===== src/rtl/hazard_stall_ctrl.sv =====
// hazard_stall_ctrl: stall/flush sequencing for the 5-stage RV32 pipeline (load-use bubbles, redirects, memory waits, boot hold, freeze watchdog).
// Optional feature macro HAZARD_PERF_CNT_EN adds bubble/flush/freeze performance counters.
module hazard_stall_ctrl #(
   parameter int BOOT_CYCLES  = 4,
   parameter int LOAD_BUBBLES = 1,
   parameter int WD_LIMIT     = 255
) (
   input  logic        clk,
   input  logic        rst_n,
   input  logic [4:0]  ID_rs1_addr,
   input  logic [4:0]  ID_rs2_addr,
   input  logic        ID_rs1_used,
   input  logic        ID_rs2_used,
   input  logic        EXE_memRead,
   input  logic [4:0]  EXE_rd_addr,
   input  logic        EXE_branch_taken,
   input  logic        IM_stall,
   input  logic        DM_stall,
   output logic        pc_en,
   output logic        ifid_en,
   output logic        ifid_flush,
   output logic        idexe_flush,
   output logic        pipe_en,
   output logic        wd_timeout,
   output logic [1:0]  ctrl_state
`ifdef HAZARD_PERF_CNT_EN
   ,
   output logic [31:0] perf_bubble_cnt,
   output logic [31:0] perf_flush_cnt,
   output logic [31:0] perf_freeze_cnt
`endif
);

   typedef enum logic [1:0] {
      ST_BOOT   = 2'd0,
      ST_RUN    = 2'd1,
      ST_BUBBLE = 2'd2,
      ST_FREEZE = 2'd3
   } state_t;

   localparam logic [3:0]  BOOT_INIT = 4'(BOOT_CYCLES - 1);
   localparam logic [1:0]  BUB_INIT  = (LOAD_BUBBLES > 1) ? 2'(LOAD_BUBBLES - 2) : 2'd0;
   localparam logic [15:0] WD_MAX    = 16'(WD_LIMIT);

   state_t      state_q, state_d;
   logic [3:0]  boot_cnt_q, boot_cnt_d;
   logic [1:0]  bub_cnt_q, bub_cnt_d;
   logic [15:0] wd_cnt_q;
   logic        wd_timeout_q;
   logic        hz;
   logic        frz;

   // x0 is hardwired to zero, so a load targeting it never blocks a consumer.
   assign hz = EXE_memRead && (EXE_rd_addr != 5'd0) &&
               ((ID_rs1_used && (ID_rs1_addr == EXE_rd_addr)) ||
                (ID_rs2_used && (ID_rs2_addr == EXE_rd_addr)));
   assign frz = IM_stall || DM_stall;

   always_ff @(posedge clk or negedge rst_n) begin
      if (!rst_n) begin
         state_q    <= ST_BOOT;
         boot_cnt_q <= BOOT_INIT;
         bub_cnt_q  <= 2'd0;
      end else begin
         state_q    <= state_d;
         boot_cnt_q <= boot_cnt_d;
         bub_cnt_q  <= bub_cnt_d;
      end
   end

   always_comb begin
      state_d     = state_q;
      boot_cnt_d  = boot_cnt_q;
      bub_cnt_d   = bub_cnt_q;
      pc_en       = 1'b0;
      ifid_en     = 1'b0;
      ifid_flush  = 1'b0;
      idexe_flush = 1'b0;
      pipe_en     = 1'b0;
      case (state_q)
         ST_BOOT: begin
            ifid_en     = 1'b1;
            ifid_flush  = 1'b1;
            idexe_flush = 1'b1;
            pipe_en     = 1'b1;
            if (boot_cnt_q == 4'd0) state_d = ST_RUN;
            else                    boot_cnt_d = boot_cnt_q - 4'd1;
         end
         ST_BUBBLE: begin
            // A freeze parks the bubble with its remaining count intact.
            if (!frz) begin
               idexe_flush = 1'b1;
               pipe_en     = 1'b1;
               if (bub_cnt_q == 2'd0) state_d = ST_RUN;
               else                   bub_cnt_d = bub_cnt_q - 2'd1;
            end
         end
         default: begin
            // FREEZE shares RUN's decode so the release cycle is not lost.
            if (frz) begin
               state_d = ST_FREEZE;
            end else begin
               state_d = ST_RUN;
               if (EXE_branch_taken) begin
                  pc_en       = 1'b1;
                  ifid_en     = 1'b1;
                  ifid_flush  = 1'b1;
                  idexe_flush = 1'b1;
                  pipe_en     = 1'b1;
               end else if (hz) begin
                  idexe_flush = 1'b1;
                  pipe_en     = 1'b1;
                  if (LOAD_BUBBLES > 1) begin
                     state_d   = ST_BUBBLE;
                     bub_cnt_d = BUB_INIT;
                  end
               end else begin
                  pc_en   = 1'b1;
                  ifid_en = 1'b1;
                  pipe_en = 1'b1;
               end
            end
         end
      endcase
   end

   always_ff @(posedge clk or negedge rst_n) begin
      if (!rst_n) begin
         wd_cnt_q     <= 16'd0;
         wd_timeout_q <= 1'b0;
      end else if (!frz) begin
         wd_cnt_q <= 16'd0;
      end else if (state_q != ST_BOOT) begin
         if (wd_cnt_q != WD_MAX) wd_cnt_q <= wd_cnt_q + 16'd1;
         if (wd_cnt_q >= WD_MAX - 16'd1) wd_timeout_q <= 1'b1;
      end
   end

   assign wd_timeout = wd_timeout_q;
   assign ctrl_state = state_q;

`ifdef HAZARD_PERF_CNT_EN
   // A branch flush is the only case with ifid_flush set while the PC advances.
   always_ff @(posedge clk or negedge rst_n) begin
      if (!rst_n) begin
         perf_bubble_cnt <= 32'd0;
         perf_flush_cnt  <= 32'd0;
         perf_freeze_cnt <= 32'd0;
      end else if (state_q != ST_BOOT) begin
         if (idexe_flush && !pc_en) perf_bubble_cnt <= perf_bubble_cnt + 32'd1;
         if (ifid_flush && pc_en)   perf_flush_cnt  <= perf_flush_cnt + 32'd1;
         if (frz)                   perf_freeze_cnt <= perf_freeze_cnt + 32'd1;
      end
   end
`endif

endmodule


===== config.mk =====
export PLATFORM = sky130hd
export DESIGN_NAME = hazard_stall_ctrl
export DESIGN_NICKNAME = d
export VERILOG_FILES = /design/src/rtl/hazard_stall_ctrl.sv
export SDC_FILE = /design/constraint.sdc
export NUM_CORES = 1
export LEC_CHECK = 0
export ABC_AREA = 1
export CAP_MARGIN = 20
export CORE_ASPECT_RATIO = 1.4
export CORE_MARGIN = 4
export CORE_UTILIZATION = 47
export DETAILED_ROUTE_END_ITERATION = 16
export PLACE_DENSITY = 0.75
export RECOVER_POWER = 25
export SYNTH_ARGS = -nofsm -noshare
export SYNTH_HDL_FRONTEND = slang
export SYNTH_SLANG_ARGS = --single-unit
export TNS_END_PERCENT = 20

===== constraint.sdc =====
create_clock -name clk -period 1.7 [get_ports clk]
set_input_delay 0.425 -clock clk [delete_from_list [all_inputs] [get_ports clk]]
set_output_delay 0.425 -clock clk [all_outputs]
set_load 0.05 [all_outputs]

After elaboration in Yosys (flattened, before gate mapping) --
Cells that the tools add are included.
Storage, ports and cells: logic and storage cells 60, output and inout port bits 8, bits in registers 25
Cells by class: $add $sub $neg 3, mux-type cells 22, reduce and logical (&&, ||, !) cells 17, equal/unequal tests 9, order comparisons 1, bitwise gates (word level) 3
Operators by type and width (number):
- $mux W16 | 3
- $add A16 B1 Y16 const B | 1
- $ge A16 B8 Y1 const B | 1
- $ne A16 B8 Y1 const B | 1
- $mux W1 | 11
- $eq A5 B5 Y1 | 2
- $reduce_and A3 Y1 | 3
- $mux W2 | 4
- $ne A2 B2 Y1 const B | 3
- $pmux W1 S2 | 3
- $reduce_bool A5 Y1 | 1
- $logic_and A1 B1 Y1 | 4
- $logic_not A2 Y1 | 2
- $logic_not A4 Y1 | 1
- $ne A2 B1 Y1 const B | 2
- $pmux W2 S2 | 1
- $reduce_and A2 Y1 | 2
- $sub A4 B1 Y4 const B | 1
- $not A1 Y1 | 3
- $eq A2 B2 Y1 const B | 1
- $logic_or A1 B1 Y1 | 2
- $reduce_bool A2 Y1 | 1
- $reduce_or A2 Y1 | 1
- $sub A2 B1 Y2 const B | 1

Longest topological paths before layout --
Gate-level depths: netlist of the first run.
depth in word-level cells 8, gate-level depth with buffers 9

Worst setup path before layout of the first run --
No wires, ideal clock.
kind reg2out, start point register state_q[0], in the netlist ctrl_state[0], end point output port idexe_flush, path buffers 0, setup slack -0.553 ns, cell stages (with the launch flop) 6, arrival time 1.828 ns, path through dfrtp_1 inv_1 nand2_1 inv_1 nor2_1 a21oi_1
Between the ends: word-level cells in the longest chain between the ends 2, elaborated cells on any way between the ends 3, those cells by class eq/ne (1); mux (1); reduce/logical (1)
Ends and longest elaborated chain:
- from (decl) | RTL line 45 | state_t state_q, state_d;
- from (signal assigned) | RTL line 65 | state_q <= state_d;
- $eq A2 B2 Y1 or $logic_not A2 Y1 (tied branches) | RTL line 80 | case (state_q)
- $pmux W1 S2 * | RTL line 80
- to (decl) | RTL line 22 | output logic idexe_flush,
Every way passes the cells marked *; elsewhere a longest branch is shown, timed or not.

Worst setup path after layout of the first run --
start point input port ID_rs1_addr[4], end point output port pc_en
Between the ends: word-level cells in the longest chain between the ends 8
Ends and longest elaborated chain:
- from (decl) | RTL line 10 | input logic [4:0] ID_rs1_addr,
- $eq A5 B5 Y1 | RTL line 55 | ((ID_rs1_used && (ID_rs1_addr == EXE_rd_addr)) ||
- $logic_and A1 B1 Y1 | RTL line 55
- $logic_or A1 B1 Y1 | RTL line 55
- $logic_and A1 B1 Y1 | RTL line 54 | assign hz = EXE_memRead && (EXE_rd_addr != 5'd0) &&
- $mux W1 | RTL line 110 | end else if (hz) begin
- $mux W1 | RTL line 104 | if (EXE_branch_taken) begin
- $mux W1 | RTL line 100 | if (frz) begin
- $mux W1 | RTL line 80
- to (decl) | RTL line 19 | output logic pc_en,
Every way passes these cells.

==> flow_metrics.py, run 1 <==
metrics = {
    "logic_synthesis": {
        "synth.distinct_cells": 25,
        "synth_area_um2": 1753,
        "yosys.area.top_type": "dfrtp_1",
        "yosysMostFrequentCell": "nand2_1",
        "synth_top_family_by_area": "simple AND/OR/NAND/NOR gates",
        "synthTopCellsByArea": "dfrtp_1 33%, nand2_1 21%, inv_1 9.0%",
        "yosys_warnings": 0,
        "synth.top_cells.by_count": "98 x nand2_1, 42 x inv_1, 32 x nor2_1",
        "synth-compound-area-share_pct": 6.781,
        "synthArstFlopShare_pct": 100.0,
        "avgSynthCellArea_um2": 6.516,
        "synth_mux_area_share_pct": 0,
        "syn_nets": 296,
        "synthSimpleGateAreaFrac_pct": 38.76,
        "synth_seq_cells": 25,
        "yosys.area_share.xor_xnor_pct": 4.996,
        "synth_top_area_share_pct": 32.83,
        "synthAdderAreaFrac_pct": 2.855,
        "ys_seq_area_share_pct": 35.83,
        "synthFlopType": "dfrtp_1",
        "postSynthCellCount": 269,
        "synth_edf_count": 0,
    },
    "sta": {
        "rsz0062_at_grt": "yes",
        "setup_ws_ps": -159.9,
        "skew_ps": 4.790,
        "maxSlewViolCount": 0,
        "min_period_over_period_pct": 109.4,
        "setup_viol": 4,
        "hold_viol_final": 0,
        "period_needed_ps": 1860,
        "fmaxAchievable_mhz": 537.7,
        "slew_headroom_pct": 66.43,
        "whs_ps": 484.6,
        "tightest_slew_ps": 503.6,
    },
    "worst_setup_path": {
        "endpoint_kind": "output pin",
        "critPathKind": "in2out",
        "required_ps": 1270,
        "crit_arrival_ps": 1430,
        "startpoint_type": "input pin",
        "cp_max_fo": 2,
    },
    "die": {
        "core_um2": 3611,
        "die_area_um2": 4785,
        "rows": 26,
        "start_util_pct": 48.54,
        "chipHeight_um": 80.26,
        "fp.dieW_um": 59.62,
        "io_pins": 31,
    },
    "layout": {
        "fin_util_pct": 68.68,
        "fin_cells": 357,
        "layout-drive-gt1-share_pct": 30.79,
        "area_growth_syn_to_layout_pct": 41.47,
        "fin_nets": 343,
        "n_antenna_cell": 0,
    },
    "routing": {
        "vias": 1807,
        "vias_per_cell": 5.062,
        "ant_nets": 0,
        "wl_met2_um": 2529,
        "remaining_drc_errors": 0,
        "routedWlPerCell_um": 13.11,
        "drt_iter0_drc": 51,
        "drt-total-wl_um": 4682,
        "wl_met3_um": 246,
        "dr.pass1.iters": 4,
        "wl_met1_um": 1771,
        "highest_layer": "met4",
    },
    "grt": {
        "grt_max_degree": 23,
        "antenna_found_initial": 0,
        "grt_pass1_wl_um": 7362,
        "grt_pass1_vias": 1792,
        "track_usage_pct": 19.56,
        "grt_overflow_total": 0,
    },
    "place": {
        "dpl.cell_count": 351,
        "io_buffer_count": 30,
        "dp_hpwl_um": 3397,
        "place.gp.congestion": 0.8306,
    },
    "clock_network": {
        "cts_tree": "built",
        "ctsRootBufferMaster": "clkbuf_8",
        "cts_buffer_depth": 2,
        "clk_pin_slew_ps": 90,
        "clkLatencyLatePin_ps": 270,
        "cts.sinks": 25,
        "cts-buffers-inserted": 3,
        "cts_max_level": 1,
    },
    "run_status": {
        "status": "complete, but fails checks",
        "violations": "setup timing",
    },
    "power_and_ir_drop": {
        "power.leakage_nw": 1.238,
        "p_per_area_nw_per_um2": 572.0,
        "ir_worst_vdd_v": 0.0006276,
        "total_power_mw": 1.418,
    },
    "worst_hold_path": {
        "hold_class": "reg2reg",
    },
    "run": {
        "drv_cap": 0,
    },
}
-- registers in the layout (all words and copies together), names as in the netlist --
register    flops
boot_cnt_q      4
bub_cnt_q       2
ctrl_state      2
wd_cnt_q       16
wd_timeout      1
-- power breakdown --
part	internal [mW]	switching, mW
Clock	0.166	0.202
Combinational	0.174	0.203
Sequential	0.632	0.0405
-- cells in the final DEF, fill, tap and decap left out, types with 5 or more instances in the layout --
cell type and count:
inv_2 7, nand4_1 6, nor2_4 5, xor2_1 6, buf_6 8, nand3_1 20, buf_4 13, dfrtp_1 21
nand2_2 17, nor2_1 25, nand2_1 77, buf_12 8, inv_1 29, o21ai_0 12, nand2_4 5
-- kinds of logic (layout without fill, tap and decap cells) --
kind of cell,after synthesis,after routing
AO/OA/AOI/OAI,20,20
flip-flops,25,25
XOR/XNOR,10,10
adder cells (fa/ha/maj),4,4
AND/OR/NAND/NOR,164,164
buffers and inverters,46,92
-- layout make-up --
cell class | count | area [µm²]
tap | 42 | 52.55
timing repair buffer | 46 | 494.2
clock inverter | 1 | 7.507
inverter | 42 | 181.4
clock buffer | 3 | 41.29
sequential | 25 | 630.6
multi-input combinational | 198 | 1072
fill | 305 | 1131
-- worst max-delay path, stage by stage --
cell and delay [ps]:
buf_2 90, inv_1 40, nand2_1 50, nand2_1 60, nor2_2 140, nand3_2 100
nand2_2 90, nand3_2 80, nand2_4 90, clkinvlp_4 100, buf_12 150
-- per-stage QoR --
step	area [µm²]	worst slack, ps	setup TNS [ps]
3_3_place_gp	2297	-655.7	-2336
4_1_cts	2379	-116.9	-327.2
3_5_place_dp	2297	-687.9	-2495
2_1_floorplan	1813	-32.86	-46.45
6_report	2480	-159.9	-447.2
5_1_grt	2480	-181.6	-603.6
-- worst paths after layout --
kind | startpoint | endpoint | slack, ps | cells after the start
min in group asynchronous | rst_n | bub_cnt_q[0]$_DFFE_PN0P_ | 510 | 1
setup / recovery | ID_rs1_addr[4] | pc_en | -160 | 11
hold / removal | boot_cnt_q[3]$_DFFE_PN0P_ | boot_cnt_q[3]$_DFFE_PN0P_ | 480 | 1
max in group asynchronous | rst_n | wd_cnt_q[12]$_DFFE_PN0P_ | 430 | 2
hold reg to reg | boot_cnt_q[3]$_DFFE_PN0P_ | boot_cnt_q[3]$_DFFE_PN0P_ | 480 | 1
setup reg to reg | wd_cnt_q[0]$_DFFE_PN0P_ | wd_cnt_q[8]$_DFFE_PN0P_ | 150 | 8
-- metal layers --
| metal | vias up | global-route usage, % |
|---|---|---|
| met5 | - | 0 |
| met4 | 0 | 8.647 |
| met3 | 10 | 2.733 |
| met2 | 43 | 36.43 |
| met1 | 829 | 21.04 |
| li1 | 925 | - |
-- repair_timing --
action / CTS / global route
pin swaps: 27 / 24
hold buffers: 0 / 0
buffers inserted: 2 / 0
endpoints found under the setup margin: 5 / 5
gates resized for setup: 95 / 39
No activity file was read; power rests on OpenSTA's default activity.
==> inputs of run 2 (changes only) <==
CORE_UTILIZATION = 53   (was 47)
PLACE_DENSITY = 0.8   (was 0.75)
clock period = 2.1 ns   (was 1.7 ns; I/O delays follow)
==> run 2 against run 1 <==
  * The run now ends clean
  * Highest routed layer unchanged
  * Sequential cell count stayed put
  * Non-clock buffer count shrank 9
  * Final cell count fell by 3.4%
  * Die area is 10% lower
  * Sequential power down 18%
  * Critical path depth is 10 lower
  * Clock power shrank 18%
  * Count of clock-buffer cells in the layout unchanged
  * Clock skew shrank 2.8 ps
  * Wire length shrank 16%
  * Core utilization rose by 1.7 points
==> flow_metrics.py, run 2 (synthesis gave the netlist of run 1 again) <==
metrics = {
    "power_and_ir_drop": {
        "power_switching_mw": 0.3333,
        "p_per_area_nw_per_um2": 487.6,
        "p_seq_share_pct": 51.2,
        "switching_share_pct": 30.82,
        "comb_power_share_pct": 21.0,
        "power.leakage_nw": 1.172,
        "ir_worst_vdd_v": 0.0003874,
        "intPower_mw": 0.7483,
        "total_power_mw": 1.082,
        "pwr-share-clk_pct": 27.7,
    },
    "worst_setup_path": {
        "endpoint_kind": "output pin",
        "cp_top_family": "buffers and inverters",
        "critPathKind": "reg2out",
        "path_buf_inv": 1,
        "cp_max_fo": 3,
        "cp_slowest_cell": "clkdlybuf4s50_1",
        "startpoint_type": "flop",
        "crit_arrival_ps": 1490,
        "worstPathCellList": "clkdlybuf4s50_1",
        "timing.critical_path.slowest_cell_delay_ps": 830,
        "required_ps": 1570,
    },
    "sta": {
        "hold_viol_final": 0,
        "period_needed_ps": 2017,
        "tightest_slew_ps": 1339,
        "min_period_over_period_pct": 96.06,
        "tns_ps": 0,
        "rsz0062_at_grt": "no",
        "setup_viol": 0,
        "slew_headroom_pct": 10.76,
        "fmaxAchievable_mhz": 495.7,
        "setup_ws_ps": 82.79,
        "skew_ps": 1.986,
        "maxSlewViolCount": 0,
    },
    "routing": {
        "dr.pass1.iters": 5,
        "vias": 1705,
        "routedWlPerCell_um": 11.46,
        "ant_nets": 0,
        "vias_per_cell": 4.942,
        "drt-total-wl_um": 3954,
        "drt_iter0_drc": 69,
        "remaining_drc_errors": 0,
    },
    "layout": {
        "largest_reg_flops": 16,
        "reg.largest.list": "wd_cnt_q: 16 flops, boot_cnt_q: 4 flops",
        "fin_nets": 334,
        "area_growth_syn_to_layout_pct": 26.55,
        "final_common_cell": "nand2_1",
        "layout-drive-gt1-share_pct": 16.67,
        "fin_cells": 345,
        "final_cell_mix": "93 x nand2_1, 36 x inv_1, 29 x nor2_1, 23 x dfrtp_1, 21 x nand3_1",
        "fillCellCount": 279,
        "n_antenna_cell": 0,
        "top_register": "wd_cnt_q",
        "final_design_area_no_fill_um2": 2218,
    },
    "run": {
        "drv_cap": 0,
    },
    "die": {
        "rows": 24,
        "chipHeight_um": 76.05,
        "fp.dieW_um": 56.61,
        "io_pins": 31,
        "start_util_pct": 55.60,
        "die_area_um2": 4305,
        "core_um2": 3153,
    },
    "grt": {
        "grt_pass1_wl_um": 6906,
        "grt_pass1_vias": 1690,
        "grt_overflow_total": 0,
        "grt_max_degree": 26,
        "track_usage_pct": 19.39,
        "antenna_found_initial": 0,
    },
    "place": {
        "place.gp.congestion": 0.8544,
        "placedInstanceArea_um2": 2190,
        "io_buffer_count": 30,
        "dp_slack_ps": -299.6,
        "dpl.cell_count": 341,
        "dp_hpwl_um": 3064,
    },
    "worst_hold_path": {
        "hold_class": "reg2reg",
    },
    "clock_network": {
        "postCtsHoldBufs": 0,
        "clkLatencyLatePin_ps": 270,
        "cts_tree": "built",
        "ctsRootBufferMaster": "clkbuf_8",
        "cts_buffer_depth": 2,
        "cts-buffers-inserted": 3,
        "cts.sinks": 25,
        "cts_max_level": 1,
        "clk_pin_slew_ps": 90,
    },
    "run_status": {
        "status": "completed",
    },
}
[run 2: repair_timing]
item / in CTS / in global routing
buffers inserted: 0 / 0
endpoints found under the setup margin: 5 / 5
resized for setup: 35 / 35
pin swaps: 14 / 21
cloned: 0 / 0
[run 2: cell type report]
type | instances | area (µm²) | area share (%)
Multi-Input combinational cell | 198 | 974.7 | 43.94
Sequential cell | 25 | 628.1 | 28.31
Timing Repair Buffer | 37 | 360.3 | 16.24
Inverter | 42 | 157.7 | 7.107
Tap cell | 39 | 48.80 | 2.200
Clock buffer | 3 | 41.29 | 1.861
Clock inverter | 1 | 7.507 | 0.3384
[run 2: power by group through the flow]
stage,clock (mW),sequential [mW],combinational [mW]
6_report,0.300,0.554,0.228
5_1_grt,0.326,0.562,0.251
4_1_cts,0.308,0.555,0.231
3_5_place_dp,0,0.562,0.235
3_3_place_gp,0,0.562,0.232
2_1_floorplan,0,0.561,0.122
[run 2: stage by stage]
| step | hold WS [ps] | utilization, % |
|---|---|---|
| CTS | 481.9 | 71.15 |
| detailed placement | 460.2 | 69.44 |
| global placement | 459.4 | 69.44 |
| floorplan | 229.4 | - |
| finish | 474.0 | 70.36 |
| global route | 504.8 | 70.36 |
[run 2: final timing paths]
check / startpoint / to / slack, ps / depth (start not counted)
setup / recovery: ctrl_state[0]$_DFFE_PN0P_ / ctrl_state[0] / 80 / 1
hold / removal: wd_timeout$_DFFE_PN0P_ / wd_timeout$_DFFE_PN0P_ / 470 / 1
setup reg to reg: wd_cnt_q[1]$_DFFE_PN0P_ / wd_cnt_q[13]$_DFFE_PN0P_ / 340 / 8
hold reg to reg: wd_timeout$_DFFE_PN0P_ / wd_timeout$_DFFE_PN0P_ / 470 / 1
max in group asynchronous: rst_n / boot_cnt_q[3]$_DFFE_PN0P_ / 320 / 2
min in group asynchronous: rst_n / wd_cnt_q[10]$_DFFE_PN0P_ / 1000 / 2
[run 2: layer usage]
layer	share of wire [%]	wire (µm)	GRT usage, %	up-vias
met4	1.2	48	7.126	0
met5	0	0	0	-
li1	-	-	-	899
met2	53	2111	35.65	41
met1	41	1616	21.60	759
met3	4.5	177	3.390	6
